--- config.mk ---
export PLATFORM = sky130hd
export DESIGN_NAME = mac_seq_ctrl_flat
export DESIGN_NICKNAME = d
export VERILOG_FILES = /design/src/rtl/mac_seq_pkg.sv /design/src/rtl/mac_seq_ctrl_if.sv /design/src/rtl/mac_seq_lat_pipe.sv /design/src/rtl/mac_seq_ctrl.sv /design/src/flat_wrapper.sv
export SDC_FILE = /design/constraint.sdc
export NUM_CORES = 1
export LEC_CHECK = 0
export BUFFER_PORTS_ARGS = -buffer_cell sky130_fd_sc_hd__buf_2
export CORE_MARGIN = 1
export CORE_UTILIZATION = 54
export CTS_BUF_LIST = sky130_fd_sc_hd__clkbuf_2 sky130_fd_sc_hd__clkbuf_4 sky130_fd_sc_hd__clkbuf_8
export DETAILED_ROUTE_END_ITERATION = 7
export PLACE_DENSITY = 0.87
export SKIP_LAST_GASP = 1
export SYNTH_ARGS = -nofsm -noshare
export SYNTH_HDL_FRONTEND = slang
export SYNTH_SLANG_ARGS = --single-unit
--- constraint.sdc ---
create_clock -name clk -period 2.58 [get_ports clk]
set_input_delay 0.387 -clock clk [delete_from_list [all_inputs] [get_ports clk]]
set_output_delay 0.387 -clock clk [all_outputs]
set_load 0.05 [all_outputs]
--- src/rtl/mac_seq_pkg.sv ---
// Shared types and constants for the MAC sequencer.
// Used by mac_seq_ctrl and the layer scheduler.
package mac_seq_pkg;

  localparam int MAX_READ_LAT = 4;
  localparam int DRAIN_W = $clog2(MAX_READ_LAT + 1);

  typedef enum logic [2:0] {
    IDLE,
    CLEAR,
    RUN,
    DRAIN,
    DONE
  } mac_seq_state_t;

  typedef struct packed {
    logic [31:0] data;
    logic        relu_applied;
  } mac_seq_res_t;

  function automatic mac_seq_res_t relu32(
    input logic [31:0] acc
  );
    mac_seq_res_t r;
    r.relu_applied = acc[31];
    r.data = acc[31] ? 32'd0 : acc;
    return r;
  endfunction

endpackage

--- src/rtl/mac_seq_ctrl_if.sv ---
// Command, buffer, MAC and result bundle
// between scheduler/MAC lane and the sequencer.
interface mac_seq_ctrl_if #(
  parameter int ADDR_W = 10,
  parameter int LEN_W  = 11,
  parameter int ACC_W  = 32
);
  logic              cmd_valid;
  logic              cmd_ready;
  logic [LEN_W-1:0]  cmd_len;
  logic [ADDR_W-1:0] cmd_act_base;
  logic [ADDR_W-1:0] cmd_wgt_base;
  logic              cmd_abort;
  logic              op_avail;
  logic              rd_en;
  logic [ADDR_W-1:0] act_addr;
  logic [ADDR_W-1:0] wgt_addr;
  logic              mac_enable;
  logic              mac_clear_acc;
  logic [ACC_W-1:0]  mac_acc;
  logic              res_valid;
  logic              res_ready;
  logic [ACC_W-1:0]  res_data;
  logic              busy;

  modport master (
    output cmd_valid, cmd_len,
    output cmd_act_base, cmd_wgt_base,
    output cmd_abort, op_avail,
    output mac_acc, res_ready,
    input  cmd_ready, rd_en,
    input  act_addr, wgt_addr,
    input  mac_enable, mac_clear_acc,
    input  res_valid, res_data, busy
  );

  modport slave (
    input  cmd_valid, cmd_len,
    input  cmd_act_base, cmd_wgt_base,
    input  cmd_abort, op_avail,
    input  mac_acc, res_ready,
    output cmd_ready, rd_en,
    output act_addr, wgt_addr,
    output mac_enable, mac_clear_acc,
    output res_valid, res_data, busy
  );
endinterface

--- src/rtl/mac_seq_lat_pipe.sv ---
// DEPTH-deep 1-bit delay line, synchronous flush.
// Aligns mac_enable to buffer read latency.
module mac_seq_lat_pipe #(
  parameter int DEPTH = 1
) (
  input  logic clk,
  input  logic rst_n,
  input  logic flush,
  input  logic din,
  output logic dout
);

  logic [DEPTH-1:0] sr;

  // shift in one bit per cycle, flush wipes all
  always_ff @(posedge clk or negedge rst_n) begin
    if (!rst_n) begin
      sr <= '0;
    end else if (flush) begin
      sr <= '0;
    end else begin
      sr <= (sr << 1) | DEPTH'(din);
    end
  end

  assign dout = sr[DEPTH-1];

endmodule

--- src/rtl/mac_seq_ctrl.sv ---
// Dot-product sequencer for one INT8 MAC lane.
// Define MAC_SEQ_RELU_EN to clamp negative results.
module mac_seq_ctrl
  import mac_seq_pkg::*;
#(
  parameter int ADDR_W   = 10,
  parameter int LEN_W    = 11,
  parameter int ACC_W    = 32,
  parameter int READ_LAT = 1
) (
  input logic     clk,
  input logic     rst_n,
  mac_seq_ctrl_if.slave bus
);

  mac_seq_state_t    state;
  logic [LEN_W-1:0]  len_q;
  logic [LEN_W-1:0]  idx;
  logic [ADDR_W-1:0] act_base_q;
  logic [ADDR_W-1:0] wgt_base_q;
  logic [ADDR_W-1:0] act_last;
  logic [ADDR_W-1:0] wgt_last;
  logic [ADDR_W-1:0] act_cur;
  logic [ADDR_W-1:0] wgt_cur;
  logic [DRAIN_W-1:0] drain_cnt;
  logic [ACC_W-1:0]  out_data;
  logic              rd_en;
  logic              abort;

  assign abort = bus.cmd_abort
               & (state != IDLE);
  assign rd_en = (state == RUN)
               & bus.op_avail;
  assign act_cur = act_base_q + ADDR_W'(idx);
  assign wgt_cur = wgt_base_q + ADDR_W'(idx);

  // command sequencing; abort beats everything
  always_ff @(posedge clk or negedge rst_n) begin
    if (!rst_n) begin
      state      <= IDLE;
      len_q      <= '0;
      idx        <= '0;
      act_base_q <= '0;
      wgt_base_q <= '0;
      drain_cnt  <= '0;
    end else if (abort) begin
      state     <= IDLE;
      idx       <= '0;
      drain_cnt <= '0;
    end else begin
      unique case (state)
        IDLE: begin
          if (bus.cmd_valid) begin
            len_q      <= bus.cmd_len;
            act_base_q <= bus.cmd_act_base;
            wgt_base_q <= bus.cmd_wgt_base;
            idx        <= '0;
            state      <= CLEAR;
          end
        end
        CLEAR: begin
          state <= (len_q != '0) ? RUN : DONE;
        end
        RUN: begin
          if (bus.op_avail) begin
            idx <= idx + LEN_W'(1);
            if (idx == len_q - LEN_W'(1)) begin
              state     <= DRAIN;
              drain_cnt <= '0;
            end
          end
        end
        DRAIN: begin
          if (drain_cnt == DRAIN_W'(READ_LAT - 1))
            state <= DONE;
          else
            drain_cnt <= drain_cnt + DRAIN_W'(1);
        end
        DONE: begin
          if (bus.res_ready) state <= IDLE;
        end
        default: state <= IDLE;
      endcase
    end
  end

  // keep last issued address while idle/stalled
  always_ff @(posedge clk or negedge rst_n) begin
    if (!rst_n) begin
      act_last <= '0;
      wgt_last <= '0;
    end else if (rd_en) begin
      act_last <= act_cur;
      wgt_last <= wgt_cur;
    end
  end

  mac_seq_lat_pipe #(
    .DEPTH (READ_LAT)
  ) u_en_pipe (
    .clk   (clk),
    .rst_n (rst_n),
    .flush (abort),
    .din   (rd_en),
    .dout  (bus.mac_enable)
  );

`ifdef MAC_SEQ_RELU_EN
  assign out_data = bus.mac_acc[ACC_W-1]
                  ? '0 : bus.mac_acc;
`else
  assign out_data = bus.mac_acc;
`endif

  assign bus.cmd_ready     = (state == IDLE);
  assign bus.busy          = (state != IDLE);
  assign bus.mac_clear_acc = (state == CLEAR);
  assign bus.res_valid     = (state == DONE);
  assign bus.res_data      = (state == DONE)
                           ? out_data : '0;
  assign bus.rd_en    = rd_en;
  assign bus.act_addr = rd_en ? act_cur : act_last;
  assign bus.wgt_addr = rd_en ? wgt_cur : wgt_last;

endmodule

--- src/flat_wrapper.sv ---
// flat-port wrapper written by rule: the top's interface ports become plain ports
module mac_seq_ctrl_flat import mac_seq_pkg::*;
#(
  parameter int ADDR_W   = 10,
  parameter int LEN_W    = 11,
  parameter int ACC_W    = 32,
  parameter int READ_LAT = 1
)
  (clk, rst_n, bus_cmd_valid, bus_cmd_len, bus_cmd_act_base, bus_cmd_wgt_base, bus_cmd_abort, bus_op_avail, bus_mac_acc, bus_res_ready, bus_cmd_ready, bus_rd_en, bus_act_addr, bus_wgt_addr, bus_mac_enable, bus_mac_clear_acc, bus_res_valid, bus_res_data, bus_busy);
  mac_seq_ctrl_if #(.ADDR_W(ADDR_W), .LEN_W(LEN_W), .ACC_W(ACC_W)) bus_i ();
  input logic clk;
  input logic rst_n;
  input wire logic [$bits(bus_i.cmd_valid)-1:0] bus_cmd_valid;
  input wire logic [$bits(bus_i.cmd_len)-1:0] bus_cmd_len;
  input wire logic [$bits(bus_i.cmd_act_base)-1:0] bus_cmd_act_base;
  input wire logic [$bits(bus_i.cmd_wgt_base)-1:0] bus_cmd_wgt_base;
  input wire logic [$bits(bus_i.cmd_abort)-1:0] bus_cmd_abort;
  input wire logic [$bits(bus_i.op_avail)-1:0] bus_op_avail;
  input wire logic [$bits(bus_i.mac_acc)-1:0] bus_mac_acc;
  input wire logic [$bits(bus_i.res_ready)-1:0] bus_res_ready;
  output wire logic [$bits(bus_i.cmd_ready)-1:0] bus_cmd_ready;
  output wire logic [$bits(bus_i.rd_en)-1:0] bus_rd_en;
  output wire logic [$bits(bus_i.act_addr)-1:0] bus_act_addr;
  output wire logic [$bits(bus_i.wgt_addr)-1:0] bus_wgt_addr;
  output wire logic [$bits(bus_i.mac_enable)-1:0] bus_mac_enable;
  output wire logic [$bits(bus_i.mac_clear_acc)-1:0] bus_mac_clear_acc;
  output wire logic [$bits(bus_i.res_valid)-1:0] bus_res_valid;
  output wire logic [$bits(bus_i.res_data)-1:0] bus_res_data;
  output wire logic [$bits(bus_i.busy)-1:0] bus_busy;
  assign bus_i.cmd_valid = bus_cmd_valid;
  assign bus_i.cmd_len = bus_cmd_len;
  assign bus_i.cmd_act_base = bus_cmd_act_base;
  assign bus_i.cmd_wgt_base = bus_cmd_wgt_base;
  assign bus_i.cmd_abort = bus_cmd_abort;
  assign bus_i.op_avail = bus_op_avail;
  assign bus_i.mac_acc = bus_mac_acc;
  assign bus_i.res_ready = bus_res_ready;
  assign bus_cmd_ready = bus_i.cmd_ready;
  assign bus_rd_en = bus_i.rd_en;
  assign bus_act_addr = bus_i.act_addr;
  assign bus_wgt_addr = bus_i.wgt_addr;
  assign bus_mac_enable = bus_i.mac_enable;
  assign bus_mac_clear_acc = bus_i.mac_clear_acc;
  assign bus_res_valid = bus_i.res_valid;
  assign bus_res_data = bus_i.res_data;
  assign bus_busy = bus_i.busy;
  mac_seq_ctrl #(.ADDR_W(ADDR_W), .LEN_W(LEN_W), .ACC_W(ACC_W), .READ_LAT(READ_LAT)) u_core (.clk(clk), .rst_n(rst_n), .bus(bus_i));
endmodule
==> results of run 1 <==
==> layer usage <==
layer / GRT usage (%) / up-vias
met5: 0 / -
met4: 11.5 / 0
met1: 33.4 / 1980
met3: 5.61 / 26
li1: - / 1931
met2: 52.3 / 202
==> how the worst min path moves through the flow <==
stage                                end  slack (ns)
floorplan           u_core.act_base_q[0]        0.09
global placement      u_core.wgt_last[7]        0.20
detailed placement    u_core.wgt_last[5]        0.20
CTS                 u_core.wgt_base_q[5]        0.24
global route        u_core.wgt_base_q[7]        0.25
finish              u_core.act_base_q[5]        0.24
==> final cells by class <==
| class | count | area (um^2) | share of cell area [%] |
|---|---|---|---|
| multi-input combinational | 353 | 2600 | 45.5 |
| sequential | 69 | 1730 | 30.3 |
| timing repair buffer | 157 | 971 | 17.0 |
| tap | 102 | 128 | 2.24 |
| clock buffer | 9 | 124 | 2.17 |
| inverter | 22 | 82.6 | 1.45 |
| clock inverter | 7 | 76.3 | 1.34 |
==> timing repair <==
action / in CTS / in global routing
hold endpoints to repair: 3 / 0
pin swaps: 16 / 11
setup buffers: 5 / 4
resized for setup: 42 / 20
hold buffers: 1 / 0
setup endpoints to repair: 15 / 17
==> synth_stat cells (2+ instances only) <==
cell type | n | area share [%]
a41oi_1 | 2 | 0.41
fa_1 | 2 | 0.93
a21o_1 | 6 | 1.0
o21a_1 | 9 | 1.6
nand3b_1 | 4 | 0.70
and2_1 | 33 | 4.8
mux2_2 | 7 | 1.8
or3_1 | 2 | 0.29
nor2b_1 | 4 | 0.58
mux2_1 | 18 | 4.7
a2111oi_0 | 3 | 0.61
nand4_1 | 5 | 0.73
o21ai_0 | 39 | 4.5
nor4_1 | 4 | 0.58
xor2_1 | 10 | 2.0
nor3_1 | 17 | 2.0
inv_1 | 21 | 1.8
nor4_4 | 2 | 0.99
dfrtp_1 | 69 | 40
nor3b_1 | 9 | 1.6
ha_1 | 23 | 6.7
o211ai_1 | 3 | 0.52
nand2b_1 | 2 | 0.29
xnor2_1 | 11 | 2.2
o31ai_1 | 9 | 1.6
a211oi_1 | 3 | 0.52
a21oi_1 | 15 | 1.7
and3_1 | 11 | 1.6
nand2_1 | 50 | 4.4
nor2_1 | 21 | 1.8
a31oi_1 | 3 | 0.44
mux2i_1 | 3 | 0.70
o21bai_1 | 2 | 0.35
clkbuf_1 | 15 | 1.3
nand3_1 | 9 | 1.0
==> power groups by stage <==
stage	sequential (mW)	clock [mW]	combinational [mW]
2_1_floorplan	1.73	0	2.62
3_3_place_gp	1.84	0	3.21
3_5_place_dp	1.87	0	3.33
4_1_cts	1.85	0.899	3.57
5_1_grt	1.92	0.949	3.96
6_report	1.88	0.901	3.72
==> kinds of logic (layout without fill, tap and decap cells) <==
kind of cell	Yosys count	in the layout	share of synthesized area (%)
compound gates	99	99	14.2
xor+xnor	21	21	4.26
fa+ha+maj	25	25	7.60
buf+inv	40	195	3.77
flops	69	69	40.0
mux	28	28	7.22
simple gates	180	180	22.9
==> state kept, by name, summed over array words and instances, names as in the netlist <==
register / cells
u_core.u_en_pipe.dout: 1
u_core.len_q: 11
u_core.wgt_last: 10
u_core.act_base_q: 10
u_core.state: 3
u_core.wgt_base_q: 10
u_core.idx: 11
u_core.drain_cnt: 3
u_core.act_last: 10
==> per-stage QoR <==
step                      power [mW]  cell area [um^2]  std cells  setup TNS [ns]  hold WS [ns]
after floorplan                 4.36              4360        462           -1.04        0.0914
after global placement          5.05              5220        693          -0.163         0.196
after detailed placement        5.20              5220        693          -0.576         0.202
after CTS                       6.32              5600        715           -2.28         0.242
after global routing            6.83              5710        719           -4.05         0.246
final                           6.50              5710        719           -2.87         0.239
==> flow_summary.json, run 1 <==
{
  "status": "finished, violations left",
  "violations": "setup timing",
  "rr_worst_depth": 8,
  "antenna_cells": 0,
  "synth_area_mm2": 0.00431,
  "maxSlewHeadroom_pct": 65.0,
  "grt_pass1_wl_um": 18800,
  "port_buffers": 126,
  "root_buffer": "clkbuf_8",
  "wl_met3_um": 784,
  "crit_path_max_incr_delay_ns": 0.42,
  "clkLatencyLatePin_ns": 0.36,
  "critical_path_required_ns": 2.19,
  "first_global_vias": 3905,
  "synthArstFlopShare_pct": 100,
  "antenna_found_initial": 0,
  "path_clk_slew_ns": 0.09,
  "met1_length_um": 4850,
  "top_level_ports": 127,
  "final_cell_mix": "110 x buf_2, 68 x dfrtp_1, 50 x nand2_1, 33 x and2_1, 31 x buf_4",
  "rsz0062_at_grt": "yes",
  "syn2layout_area_growth_pct": 32.3,
  "hp-class": "input port to register",
  "gp_congestion": 0.869,
  "track_usage_pct": 28.9,
  "n_fill_cell": 542,
  "syn_inst": 462,
  "r2r_start": "u_core.len_q[0]",
  "p_leak_nw": 2.82,
  "powerDensity_mw_per_mm2": 1140,
  "critPathTopFamily": "compound AO/OA/AOI/OAI gates",
  "drc_errors": 0,
  "fp.dieH_um": 91.4,
  "cts_buffers": 9,
  "synth.net_count": 556,
  "cp.arrival_ns": 2.69,
  "power_frac_comb_pct": 57.2,
  "power.share.clock_pct": 13.9,
  "setup.worst_path.end": "bus_wgt_addr[6]",
  "crit_slowest_cell": "dfrtp_1",
  "setup-violations-final": 12,
  "syn_area_per_cell_um2": 9.34,
  "hold_violations": 0,
  "drtIter0Drc": 240,
  "core_area_mm2": 0.00773,
  "die_w_um": 91.4,
  "seqPwrFrac_pct": 28.9,
  "drv_cap": 0,
  "finalCritPeriodShare_pct": 119,
  "regToRegSetupSlack_ns": 0.16,
  "die_area_mm2": 0.00835,
  "fin_skew_ns": 0.0145,
  "ys_ff_latch": 69,
  "rows": 32,
  "dr_wl_met2_um": 6400,
  "path_common_cell": "o21a_1",
  "htreeDepth": 3,
  "highest_layer": "met4",
  "cp-start-kind": "register",
  "worst_slew_pin_slew_ns": 0.521,
  "slew_viol_final": 0,
  "swShare_pct": 48.8,
  "p_switching_mw": 3.17,
  "cts_tree": "built",
  "ir_drop_mv": 0.704,
  "fmax_mhz": 325,
  "netlist-cell-type-count": 51,
  "wirelength_um": 12300,
  "p_int_mw": 3.33,
  "critical_path.max_fanout": 3,
  "hold_start": "bus_cmd_act_base[5]",
  "dp_hpwl_um": 8620,
  "clock_sink_count": 69,
  "start_util_pct": 55.8,
  "ys_seq_area_share_pct": 40.0,
  "cp.depth": 11,
  "place_ws_ns": -0.176,
  "cts_buffer_depth": 2,
  "cp_num_buf_inv": 3,
  "viasPerCell": 5.76,
  "wl_per_cell_um": 17.1,
  "path_class": "register to output pin",
  "dr.pass1.iters": 5,
  "fin_crit_ns": 3.08,
  "post-route-util_pct": 73.9,
  "min_path_cells": 2,
  "r2r-end": "u_core.drain_cnt[1]",
  "worstPathCellList": "ha_1 > inv_1 > fa_2 > nor2b_1 > o21a_1 > o21a_1 > buf_4 > o21a_1 > o21a_1 > o31ai_4 > buf_6",
  "critPathCaptureType": "output pin",
  "grt_start_max_net_pins": 48,
  "layout_commonest_cell": "buf_2",
  "final_nets": 706,
  "yosysWarnings": 0,
  "vias": 4139,
  "startpoint": "u_core.idx[0]",
  "synth_edf_count": 0,
  "drive_gt1_share_pct": 34.4,
  "ys.flop_type": "dfrtp_1",
  "antenna_left": 0,
  "grt-ovfl-total": 0,
  "worst_slack_ns": -0.498
}
(Power assumes the default switching activity.)
==> run 2: changes to the inputs <==
Settings changed: CORE_MARGIN 1 to 2, MAX_ROUTING_LAYER set to met4.
==> flow_summary.json, run 2 (same netlist as run 1, synthesis figures left out) <==
{
  "antenna_found_initial": 0,
  "cts_buffers": 9,
  "crit_path_max_incr_delay_ns": 0.40,
  "root_buffer": "clkbuf_8",
  "clock_sink_count": 69,
  "antenna_cells": 0,
  "n_fill_cell": 522,
  "cp.arrival_ns": 2.80,
  "critical_path.max_fanout": 2,
  "finalCritPeriodShare_pct": 124,
  "final_cells": 721,
  "drtIter0Drc": 388,
  "path_common_cell": "o21a_1",
  "worst_slew_pin_slew_ns": 0.661,
  "ir_drop_mv": 0.808,
  "p_leak_nw": 2.83,
  "powerDensity_mw_per_mm2": 1160,
  "maxSlewHeadroom_pct": 55.9,
  "critPathCaptureType": "output pin",
  "core_area_mm2": 0.00773,
  "status": "finished, violations left",
  "viasPerCell": 6.10,
  "r2r_start": "u_core.idx[0]",
  "regArea_mm2": 0.00173,
  "regToRegSetupSlack_ns": 0.13,
  "critical_path_required_ns": 2.19,
  "grt-ovfl-total": 0,
  "antenna_left": 0,
  "post-route-util_pct": 74.9,
  "fmax_mhz": 313,
  "slew_viol_final": 0,
  "dr.pass1.iters": 5,
  "worst_slack_ns": -0.611,
  "grt_start_max_net_pins": 42,
  "syn2layout_area_growth_pct": 34.2,
  "wirelength_um": 13600,
  "dp_cells": 694,
  "r2r-end": "u_core.wgt_last[6]",
  "rr_worst_depth": 12,
  "wl_per_cell_um": 18.9,
  "final_nets": 708,
  "hold_violations": 0,
  "path_clk_slew_ns": 0.08,
  "multiInputGateArea_mm2": 0.00265,
  "setup-violations-final": 12,
  "port_buffers": 126,
  "cts_hold_buf": 0,
  "hp-class": "input port to async pin",
  "top_regs": "u_core.idx: 11 flops, u_core.len_q: 11 flops",
  "track_usage_pct": 30.3,
  "cts_buffer_depth": 2,
  "crit_slowest_cell": "dfrtp_1",
  "first_global_vias": 4239,
  "worstPathCellList": "buf_4 > ha_4 > inv_2 > fa_2 > nor2b_1 > o21a_1 > o21a_1 > buf_4 > o21a_1 > o21a_1 > o31ai_4 > buf_6",
  "tns_ns": -2.92,
  "die_w_um": 93.4,
  "vias": 4398,
  "htreeDepth": 3,
  "fp.dieH_um": 93.4,
  "cts_tree": "built",
  "gp_congestion": 0.912,
  "dp_hpwl_um": 8890,
  "drc_errors": 0,
  "rsz0062_at_grt": "yes",
  "place_ws_ns": -0.163,
  "fin_crit_ns": 3.19,
  "fin_skew_ns": 0.00853,
  "drv_cap": 0,
  "grt_pass1_wl_um": 19900,
  "drive_gt1_share_pct": 36.0,
  "layout_commonest_cell": "buf_2",
  "cp-start-kind": "register",
  "violations": "setup timing",
  "final_cell_mix": "109 x buf_2, 67 x dfrtp_1, 50 x nand2_1, 33 x and2_1, 31 x buf_4",
  "start_util_pct": 55.8,
  "top_level_ports": 127,
  "rows": 32,
  "clkLatencyLatePin_ns": 0.37,
  "holdWs_ns": 0.0412,
  "die_area_mm2": 0.00872,
  "path_class": "register to output pin"
}
run 2: worst max-delay path, delay by kind of cell (launching register included):
| kind | cells | cell delay (ns) |
|---|---|---|
| AOI/OAI and AO/OA | 5 | 1.07 |
| buffers and inverters | 4 | 0.54 |
| adders and majority gates | 2 | 0.37 |
| and+or+nand+nor | 1 | 0.05 |
| DFF | 1 | 0.40 |
run 2: worst max-delay path by stage:
stage,startpoint,to,slack (ns),cells after the start
2_1_floorplan,u_core.state[1],bus_act_addr[2],-0.18,5
3_3_place_gp,u_core.idx[0],bus_wgt_addr[6],-0.07,11
3_5_place_dp,u_core.idx[0],bus_wgt_addr[6],-0.16,11
4_1_cts,u_core.idx[0],bus_wgt_addr[6],-0.46,11
5_1_grt,u_core.idx[0],bus_wgt_addr[8],-0.68,11
6_report,u_core.idx[0],bus_wgt_addr[6],-0.61,12
run 2: stage by stage:
stage	power [mW]	instance area (um^2)
after floorplan	4.36	4360
after global placement	5.07	5230
after detailed placement	5.23	5230
after CTS	6.40	5630
after global routing	7.04	5790
final	6.72	5790
run 2: timing repair:
| item | in CTS | in global routing |
|---|---|---|
| cloned | 0 | 0 |
| setup buffers | 5 | 7 |
| resized for setup | 42 | 40 |
| setup endpoints to repair | 18 | 23 |
| pin swaps | 13 | 13 |
run 2: area by class of cell:
| type | instances | share of cell area [%] |
|---|---|---|
| multi-input cells | 353 | 45.7 |
| flip-flops and latches | 69 | 29.9 |
| well taps | 102 | 2.20 |
| inverters | 22 | 1.43 |
| clock buffers | 9 | 2.14 |
| clock inverters | 7 | 1.43 |
| repair buffers | 159 | 17.2 |
run 2: power by group:
part | switching [mW] | internal, mW
combinational | 2.46 | 1.45
clock | 0.480 | 0.459
sequential | 0.367 | 1.51
total | 3.31 | 3.41
run 2: metal layers:
metal	up-vias	GRT usage, %	part of all wire [%]
met1	2044	33.2	36
met4	0	15.4	5.3
met3	85	6.45	9.8
li1	1943	-	-
met5	-	-	0
met2	326	52.0	49
==> run 3: changes to the inputs <==
Settings changed: CORE_ASPECT_RATIO set to 1.2.
==> flow_summary.json, run 3 (same netlist as run 1, synthesis figures left out) <==
{
  "status": "finished, violations left",
  "violations": "setup timing",
  "drtIter0Drc": 326,
  "top_level_ports": 127,
  "grt_pass1_wl_um": 19600,
  "die_w_um": 85.6,
  "wirelength_um": 13700,
  "path_class": "register to output pin",
  "p_switching_mw": 3.33,
  "fmax_mhz": 313,
  "clock_sink_count": 69,
  "slew_viol_final": 0,
  "worst_slew_pin_slew_ns": 0.788,
  "hold_violations": 0,
  "ir_drop_mv": 1.05,
  "final_area_mm2": 0.00592,
  "cts_buffer_depth": 2,
  "p_int_mw": 3.70,
  "antenna_found_initial": 0,
  "critical_path.max_fanout": 3,
  "maxSlewHeadroom_pct": 47.5,
  "worst_slack_ns": -0.619,
  "powerDensity_mw_per_mm2": 1190,
  "dr.pass1.iters": 5,
  "drive_gt1_share_pct": 37.2,
  "cts_hold_buf": 0,
  "cp-start-kind": "register",
  "rows": 35,
  "core_area_mm2": 0.00771,
  "wl_per_cell_um": 19.1,
  "grt_start_max_net_pins": 47,
  "dp_hpwl_um": 8580,
  "fin_skew_ns": 0.0168,
  "grt-ovfl-total": 0,
  "final_cell_mix": "110 x buf_2, 69 x dfrtp_1, 50 x nand2_1, 34 x buf_4, 33 x and2_1",
  "cts_buffers": 9,
  "cts_tree": "built",
  "seqPwrFrac_pct": 26.3,
  "critical_path_required_ns": 2.19,
  "swShare_pct": 47.4,
  "setup-violations-final": 15,
  "finalCritPeriodShare_pct": 124,
  "clkLatencyLatePin_ns": 0.37,
  "syn2layout_area_growth_pct": 37.2,
  "post-route-util_pct": 76.8,
  "place_ws_ns": -0.142,
  "port_buffers": 126,
  "start_util_pct": 56.0,
  "antenna_cells": 0,
  "fin_crit_ns": 3.20,
  "gp_congestion": 0.874,
  "critPathCaptureType": "output pin",
  "fp.dieH_um": 102,
  "root_buffer": "clkbuf_8",
  "path_clk_slew_ns": 0.09,
  "track_usage_pct": 29.9,
  "top_regs": "u_core.idx: 11 flops, u_core.len_q: 11 flops",
  "antenna_left": 0,
  "htreeDepth": 3,
  "hp-class": "input port to async pin",
  "drv_cap": 0,
  "power_frac_comb_pct": 57.8,
  "drc_errors": 0,
  "power.share.clock_pct": 15.9,
  "dpl_cell_area_mm2": 0.00523,
  "first_global_vias": 4095,
  "layout_commonest_cell": "buf_2",
  "viasPerCell": 5.96,
  "final_nets": 716,
  "rsz0062_at_grt": "yes",
  "p_leak_nw": 2.91,
  "vias": 4285,
  "die_area_mm2": 0.00872,
  "cp.arrival_ns": 2.81,
  "n_fill_cell": 481
}
run 3: path summary, 6_finish.rpt:
kind / depth (start not counted) / slack, ns / start / endpoint
worst max-delay path: 10 / -0.62 / u_core.idx[0] / bus_act_addr[8]
worst min-delay path: 1 / 0.1 / rst_n / u_core.wgt_last[6]
worst max register to register: 10 / 0.13 / u_core.idx[0] / u_core.act_last[8]
worst min register to register: 2 / 0.49 / u_core.act_last[0] / u_core.act_last[0]
max in group asynchronous: 2 / 1.83 / rst_n / u_core.drain_cnt[1]
min in group clk: 3 / 0.22 / bus_cmd_len[4] / u_core.len_q[4]
run 3: metrics by stage:
| step | instances | TNS (ns) | hold WS, ns | power [mW] |
|---|---|---|---|---|
| 6_report | 719 | -4.43 | 0.0976 | 7.03 |
| 5_1_grt | 719 | -5.38 | 0.161 | 7.36 |
| 4_1_cts | 706 | -2.32 | 0.120 | 6.65 |
| 3_5_place_dp | 683 | -0.303 | 0.459 | 5.25 |
| 3_3_place_gp | 683 | -0.130 | 0.451 | 5.10 |
| 2_1_floorplan | 462 | -1.04 | 0.0914 | 4.36 |
run 3: layer usage:
| metal | up-vias | track usage (%) | part of all wire (%) |
|---|---|---|---|
| li1 | 1955 | - | - |
| met1 | 2049 | 33.5 | 37 |
| met2 | 219 | 49.3 | 53 |
| met3 | 62 | 5.98 | 5.3 |
| met4 | 0 | 18.2 | 4.8 |
| met5 | - | - | 0 |
run 3: cell type report:
class                   count  area, um^2  area share (%)
repair buffers            167        1090            18.4
well taps                  92         115            1.95
flip-flops and latches     69        1730            29.2
clock buffers               9         124            2.09
clock inverters             7         121            2.05
multi-input cells         353        2660            44.9
inverters                  22        82.6            1.40
run 3: repair_timing:
| action | 4_1_cts | 5_1_grt |
|---|---|---|
| setup buffers | 8 | 13 |
| setup endpoints to repair | 16 | 20 |
| gates cloned | 0 | 0 |
| pin swaps | 22 | 15 |
| resized for setup | 44 | 35 |
run 3: critical path, stage by stage, from the launching register on:
cell and delay, ns:
dfrtp_1 0.40, ha_2 0.21, inv_2 0.05, fa_2 0.37, nor2b_2 0.15, o21a_1 0.16
o21a_1 0.20, o211ai_1 0.16, a2111oi_2 0.37, nand3b_1 0.20, buf_6 0.18
run 3: power groups by stage:
stage / clock [mW] / sequential (mW) / combinational (mW)
global placement: 0 / 1.79 / 3.31
detailed placement: 0 / 1.82 / 3.42
CTS: 1.11 / 1.82 / 3.71
global route: 1.17 / 1.89 / 4.30
floorplan: 0 / 1.73 / 2.62
finish: 1.12 / 1.85 / 4.06
